[config.mk]
export PLATFORM = sky130hd
export DESIGN_NAME = sw_ctrl_fsm
export DESIGN_NICKNAME = d
export VERILOG_FILES = /design/src/rtl/sw_ctrl_fsm.sv
export SDC_FILE = /design/constraint.sdc
export NUM_CORES = 1
export LEC_CHECK = 0
export ABC_AREA = 0
export CORE_UTILIZATION = 52
export DETAILED_ROUTE_END_ITERATION = 8
export PLACE_DENSITY = 0.76
export SLEW_MARGIN = 20
export SYNTH_ARGS = -nofsm -noshare
export SYNTH_HDL_FRONTEND = slang
export SYNTH_SLANG_ARGS = --single-unit
[constraint.sdc]
create_clock -name clk -period 2 [get_ports clk]
set_input_delay 0.4 -clock clk [delete_from_list [all_inputs] [get_ports clk]]
set_output_delay 0.4 -clock clk [all_outputs]
set_load 0.02 [all_outputs]
[src/rtl/sw_ctrl_fsm.sv]
// Stopwatch front-end control: button synchronise/debounce, IDLE/RUN/PAUSE FSM,
// and a base-tick prescaler that freezes while paused.
module sw_ctrl_fsm #(
  parameter int TICK_DIV   = 50_000_000,
  parameter int DEB_CYCLES = 500_000
) (
  input  logic       clk,
  input  logic       rst,
  input  logic       i_btn_start,
  input  logic       i_btn_reset,
  output logic       o_Sw_Clk,
  output logic       o_Start_Stop,
  output logic       o_reset,
  output logic       o_tick,
  output logic [1:0] o_state
);

  localparam int PW = $clog2(TICK_DIV);
  localparam int DW = $clog2(DEB_CYCLES);
  localparam logic [PW-1:0] PRESC_MAX = PW'(TICK_DIV - 1);
  localparam logic [DW-1:0] DEB_MAX   = DW'(DEB_CYCLES - 1);

  localparam logic [1:0] S_IDLE    = 2'b00;
  localparam logic [1:0] S_RUN     = 2'b01;
  localparam logic [1:0] S_PAUSE   = 2'b10;
  localparam logic [1:0] S_ILLEGAL = 2'b11;

  // Bit 0 carries the start/stop button, bit 1 the reset button.
  logic [1:0]    btn;
  logic [1:0]    sync1;
  logic [1:0]    sync2;
  logic [1:0]    deb;
  logic [1:0]    deb_d;
  logic [1:0]    press;
  logic [DW-1:0] deb_cnt [2];

  logic [1:0]    state;
  logic [1:0]    state_nxt;
  logic          stay_run;
  logic [PW-1:0] presc;

  assign btn     = {i_btn_reset, i_btn_start};
  assign o_state = state;

  always_ff @(posedge clk or negedge rst) begin
    if (!rst) begin
      sync1 <= '0;
      sync2 <= '0;
      deb   <= '0;
      deb_d <= '0;
      press <= '0;
      for (int i = 0; i < 2; i++) deb_cnt[i] <= '0;
    end else begin
      sync1 <= btn;
      sync2 <= sync1;
      deb_d <= deb;
      press <= deb & ~deb_d;
      for (int i = 0; i < 2; i++) begin
        if (sync2[i] == deb[i]) begin
          deb_cnt[i] <= '0;
        end else if (deb_cnt[i] == DEB_MAX) begin
          deb[i]     <= ~deb[i];
          deb_cnt[i] <= '0;
        end else begin
          deb_cnt[i] <= deb_cnt[i] + 1'b1;
        end
      end
    end
  end

  // Reset press outranks a simultaneous start press.
  always_comb begin
    state_nxt = state;
    if (state == S_ILLEGAL) begin
      state_nxt = S_IDLE;
    end else if (press[1]) begin
      state_nxt = S_IDLE;
    end else if (press[0]) begin
      case (state)
        S_IDLE:  state_nxt = S_RUN;
        S_RUN:   state_nxt = S_PAUSE;
        S_PAUSE: state_nxt = S_RUN;
        default: state_nxt = S_IDLE;
      endcase
    end
    stay_run = (state == S_RUN) && (state_nxt == S_RUN);
  end

  // The prescaler only advances on cycles that stay in RUN, so a pause landing
  // on a wrap keeps the pending tick for the resumed period.
  always_ff @(posedge clk or negedge rst) begin
    if (!rst) begin
      state        <= S_IDLE;
      presc        <= '0;
      o_Sw_Clk     <= 1'b0;
      o_Start_Stop <= 1'b0;
      o_reset      <= 1'b0;
      o_tick       <= 1'b0;
    end else begin
      state        <= state_nxt;
      o_Sw_Clk     <= (state_nxt == S_RUN);
      o_Start_Stop <= (state_nxt == S_RUN);
      o_reset      <= press[1];
      o_tick       <= stay_run && (presc == PRESC_MAX);
      if (state_nxt == S_IDLE) begin
        presc <= '0;
      end else if (stay_run) begin
        presc <= (presc == PRESC_MAX) ? '0 : presc + 1'b1;
      end
    end
  end

endmodule

# After elaboration in Yosys (flattened, before gate mapping)
# Index checks and enable logic that the tools add are counted.
[op_classes]
n_addsub = 3
eq_ne = 9
mux = 11
bitwise_logic = 6
n_reduce_logical = 8
[op_table]
columns = ["operator", "n"]
rows = [
  ["26-bit two-way mux", 3],
  ["19-bit two-way mux", 4],
  ["19-bit by 1-bit adder with 19-bit output (second input constant)", 2],
  ["19-bit == test (second input constant)", 2],
  ["26-bit by 1-bit adder with 26-bit output (second input constant)", 1],
  ["26-bit == test (second input constant)", 1],
  ["2-bit two-way mux", 3],
  ["2-bit by 1-bit == test with 1-bit output (second input constant)", 2],
  ["2-bit == test (second input constant)", 2],
  ["2-bit logical NOT", 2],
  ["1-bit inverter", 4],
  ["2-bit one-hot mux with 2 select lines", 1],
  ["2-bit AND reduction", 2],
  ["2-bit AND", 1],
  ["1-bit == test", 2],
  ["1-bit logical AND", 2],
  ["2-bit inverter", 1],
  ["2-bit nonzero test", 1],
  ["2-bit OR reduction", 1],
]
[totals]
ff_bits = 79
input_bits = 4
output_inout_bits = 6
wordCells = 50

# Longest topological paths before layout
# Gate-level depths: netlist (run 1).
[logic_depth]
word_depth = 10
ltp_mapped = 8
ltp_nobuf = 6

# Least setup slack after synthesis (run 1)
# OpenSTA, ideal clock, no wires.
[synth_timing]
path_type = "register to register"
startpoint = "register presc[12]"
endpoint = "register presc[16]"
setup_time_ns = 0.138
t_arrival_ns = 1.667
t_required_ns = 1.862
slack_ns = 0.194
stages_incl_launch_ff = 9
n_path_buf = 3
period_less_slack_ns = 1.806
cell_sequence = "dfrtp_1 > buf_2 > and4_1 > nand4_1 > o31a_1 > buf_2 > buf_2 > o31ai_1 > a31oi_1"
[synth_between]
elab_chain_len = 4
elab_cells_between_ends = 5
cone_classes = "add/sub: 1; eq/ne: 1; mux: 3"
[synth_lines]
columns = ["item", "line", "text"]
rows = [
  ["start, declared", "40", "logic [PW-1:0] presc;"],
  ["start signal, assigned", "108", "presc <= (presc == PRESC_MAX) ? '0 : presc + 1'b1;"],
  ["26-bit by 1-bit adder with 26-bit output or 26-bit == test (tied branches)", "108", ""],
  ["26-bit two-way mux *", "108", ""],
  ["26-bit two-way mux *", "107", "end else if (stay_run) begin"],
  ["26-bit two-way mux *", "105", "if (state_nxt == S_IDLE) begin"],
]
# Every way passes the cells marked *; elsewhere a longest branch is shown, timed or not. The select of a mux whose other input is x is not followed.
# A chain may end at the register's enable or synchronous reset.

# Worst setup path in the final report (run 1)
[layout_timing]
startpoint = "register state[1] (netlist: o_state[1])"
endpoint = "output o_state[1]"
[layout_rtl]
columns = ["item", "line", "text"]
rows = [
  ["start, declared", "37", "logic [1:0] state;"],
  ["start signal, assigned", "100", "state <= state_nxt;"],
  ["end, declared", "15", "output logic [1:0] o_state"],
]
# No word-level cell between the ends.

==> results.md, run 1 <==
- DRT iter0 DRCs: approximately 160
- Final period util: just over 90%
- CTS clk-pin slew, worst paths: 0.08 ns
- Critical R2R Capture: presc[7]
- Share of layout cells above drive strength 1: 10.95%
- # fillers: 562
- CP peak stage delay: 0.65 ns
- Slew Viols, Final: 0
- Critical path cell sequence: clkdlybuf4s50_1
- R2r worst-path depth: 6
- Via/cell ratio: 5.731
- # setup viols final: 0
- Static leakage: 1.791 nW
- Inst Count DP: 499
- Ant. Diodes: 0
- Residual DRC count: 0
- Reg2Reg Launch Point: presc[13]
- Die footprint: 7700 um2
- Mapped cell area: approximately 3800 um2
- Number of max-cap violations: 0
- Fmax: 539.6 MHz
- Final WS setup: 0.1469 ns
- Largest net degree at the start of global routing: 34
- Die height: roughly 90 um
- Placed cell area: 4090 um2
- Peak VDD IR: 428.6 uV
- Row count: 30
- Crit. End Element: output port
- Synth async-reset ratio: 100.0%
- Worst path arrival time: around 1.5 ns
- Worst Hold Depth: 0
- Place WS: ~0.11 ns
- Status: finished clean
- Port bufs: 9
- Commonest non-fill, non-tap cell in the layout: dfrtp_1
- Final Non-Filler Cells: 516
- P&R area growth vs syn: 13.58%
- Worst reg-to-reg setup slack: about 0.16 ns
- Drt pass-1 iters: 4
- Total wire length: 7.374 mm
- Synthesis Warnings: 0
- Clock Tree Root: clkbuf_8
- CP max stage cell: clkdlybuf4s50_1
- Fin nets: approximately 420
- Setup tns final: 0 ns
- Starting Density: 55.06%
- Slew margin rel.: 60.17%
- Count of different cell masters after synthesis: 39
- Startpoint Class: flop
- Clock Tree Buf Depth: 2
- Finished Cell Area: 4343 um2
- Hold WS: 0.3576 ns
- Sink Count: 79
- Top Ports: 10
- Core box area: about 7000 um2
- #FFs+latches synth: 79
- Num CTS Buffers: 9
- Ys flop type: dfrtp_1
- Initial antenna violation count: 0
- Most frequent cells in the layout: 77 x dfrtp_1, 55 x nor2_1, 27 x nand2_1, 27 x a31oi_1, 22 x xnor2_1
- Slew of the pin with the lowest slew margin: about 0.59 ns
- Kind of critical path: flop to output port
- First-pass GRT wire length: approximately 13 mm
- Hold Path Class: flop to flop
- Worst Path Max Fanout: 8
- Hold Crit Start: sync1[0]
- Dpl hpwl: 5.051 mm
- Vias in the first global route: 2832
- Buf/Inv on CP: 1
- Post-synth EDFFs: 0
- Power density over the cells: 692.6 nW/um2
- Post-route antenna net violation count: 0
- Cell family with most CP delay: buffers and inverters
- Die width: 87.75 um
- Post-Synthesis Net Count: 400
- Post-synthesis sequential area ratio: 51.70%
- Average cell area after synthesis: 9.754 um2
- Total congestion overflow: 0
- Final RePlAce weighted congestion: 0.8571
- CTS tree: done
- H-tree depth: 3
- RSZ-0062 raised after global routing: false
- Gate count of the mapped netlist: 392
- Post-DR wirelength/cell: roughly 14 um
- Hold Path End: sync2[0]
- Fin. Hold Viols: 0
- Vias: roughly 3000
- Minimum clock period: 1.853 ns
- Worst Path Required: 1.60 ns
- Clock Skews: roughly 0.014 ns
- Clk_lat worst skew: 0.35 ns
- All-Layer GR Usage: a little over a fifth
## synthesized netlist by cell type, types with 8 or more instances
cell,number,area (um2)
nor2_1,55,206.5
nand3_1,20,100.1
dfrtp_1,79,1977
and3_1,8,50.05
nor3_1,8,40.04
xor2_1,15,131.4
nand2_1,27,101.4
nand4_1,16,100.1
a31oi_1,27,168.9
a21oi_1,15,75.07
and4_1,9,78.83
inv_1,15,56.30
nor4_1,10,62.56
buf_2,8,40.04
xnor2_1,22,192.7
## worst max path at each step
stage                          start    endpoint  slack, ns  cells after the start
after CTS                  presc[13]   presc[25]       0.11                      5
after detailed placement   presc[13]   presc[25]       0.11                      5
final                     o_state[1]  o_state[1]       0.15                      1
after floorplan            presc[12]   presc[16]       0.19                      8
after global routing        presc[3]    presc[7]       0.02                      6
after global placement     presc[13]   presc[25]       0.17                      5
## stage by stage
step	util (%)	power (mW)
floorplan	-	1.681
global placement	58.90	1.729
detailed placement	58.90	1.732
CTS	62.20	3.029
global route	62.54	3.117
finish	62.54	3.008
## cells by family after synthesis
group / after synthesis / share of synthesized area [%]
flops: 79 / 51.70
xor+xnor: 37 / 8.475
buf+inv: 29 / 3.403
compound gates: 62 / 10.18
fa+ha+maj: 4 / 1.309
mux: 3 / 0.8834
simple gates: 178 / 24.05
## where the power goes
group / internal (mW) / total [mW] / switching [mW]
Combinational: 0.0241 / 0.0775 / 0.0534
Sequential: 1.61 / 1.62 / 0.0115
Clock: 0.713 / 1.31 / 0.597
Total: 2.35 / 3.01 / 0.662
## per-layer routing
metal	vias up	track usage, %	wire length [um]	share of wire (%)
li1	1454	-	-	-
met1	1431	30.61	3628	49
met2	62	31.92	3326	45
met3	10	5.184	291	3.9
met4	0	9.091	129	1.7
met5	-	0	0	0
## sequential cells by signal (all words and copies together), names as in the netlist, 2 cells and up
name     cells
o_state      2
deb          2
deb_cnt     38
sync2        2
presc       26
press        2
deb_d        2
sync1        2
## cell type report
cell class                 count  area [um2]  share of cell area, %
sequential                    79        1979                  45.58
multi-input combinational    284        1738                  40.02
timing repair buffer          26       230.2                  5.301
clock buffer                  10       127.6                  2.939
tap                           96       120.1                  2.766
clock inverter                 6       91.34                  2.103
inverter                      15       56.30                  1.296
## what timing repair did
action,in CTS,in global routing
resized for setup,0,6
hold buffers,1,0
hold endpoints to repair,28,0
buffers inserted,0,0
setup endpoints to repair,0,5
Power figures use the tool's default switching activity.
==> run 2: changes to the inputs <==
Settings changed: CTS_CLUSTER_SIZE from default to 16.
==> results of run 2 <==
Final layout, timing and power as in run 1 (identical DEF).
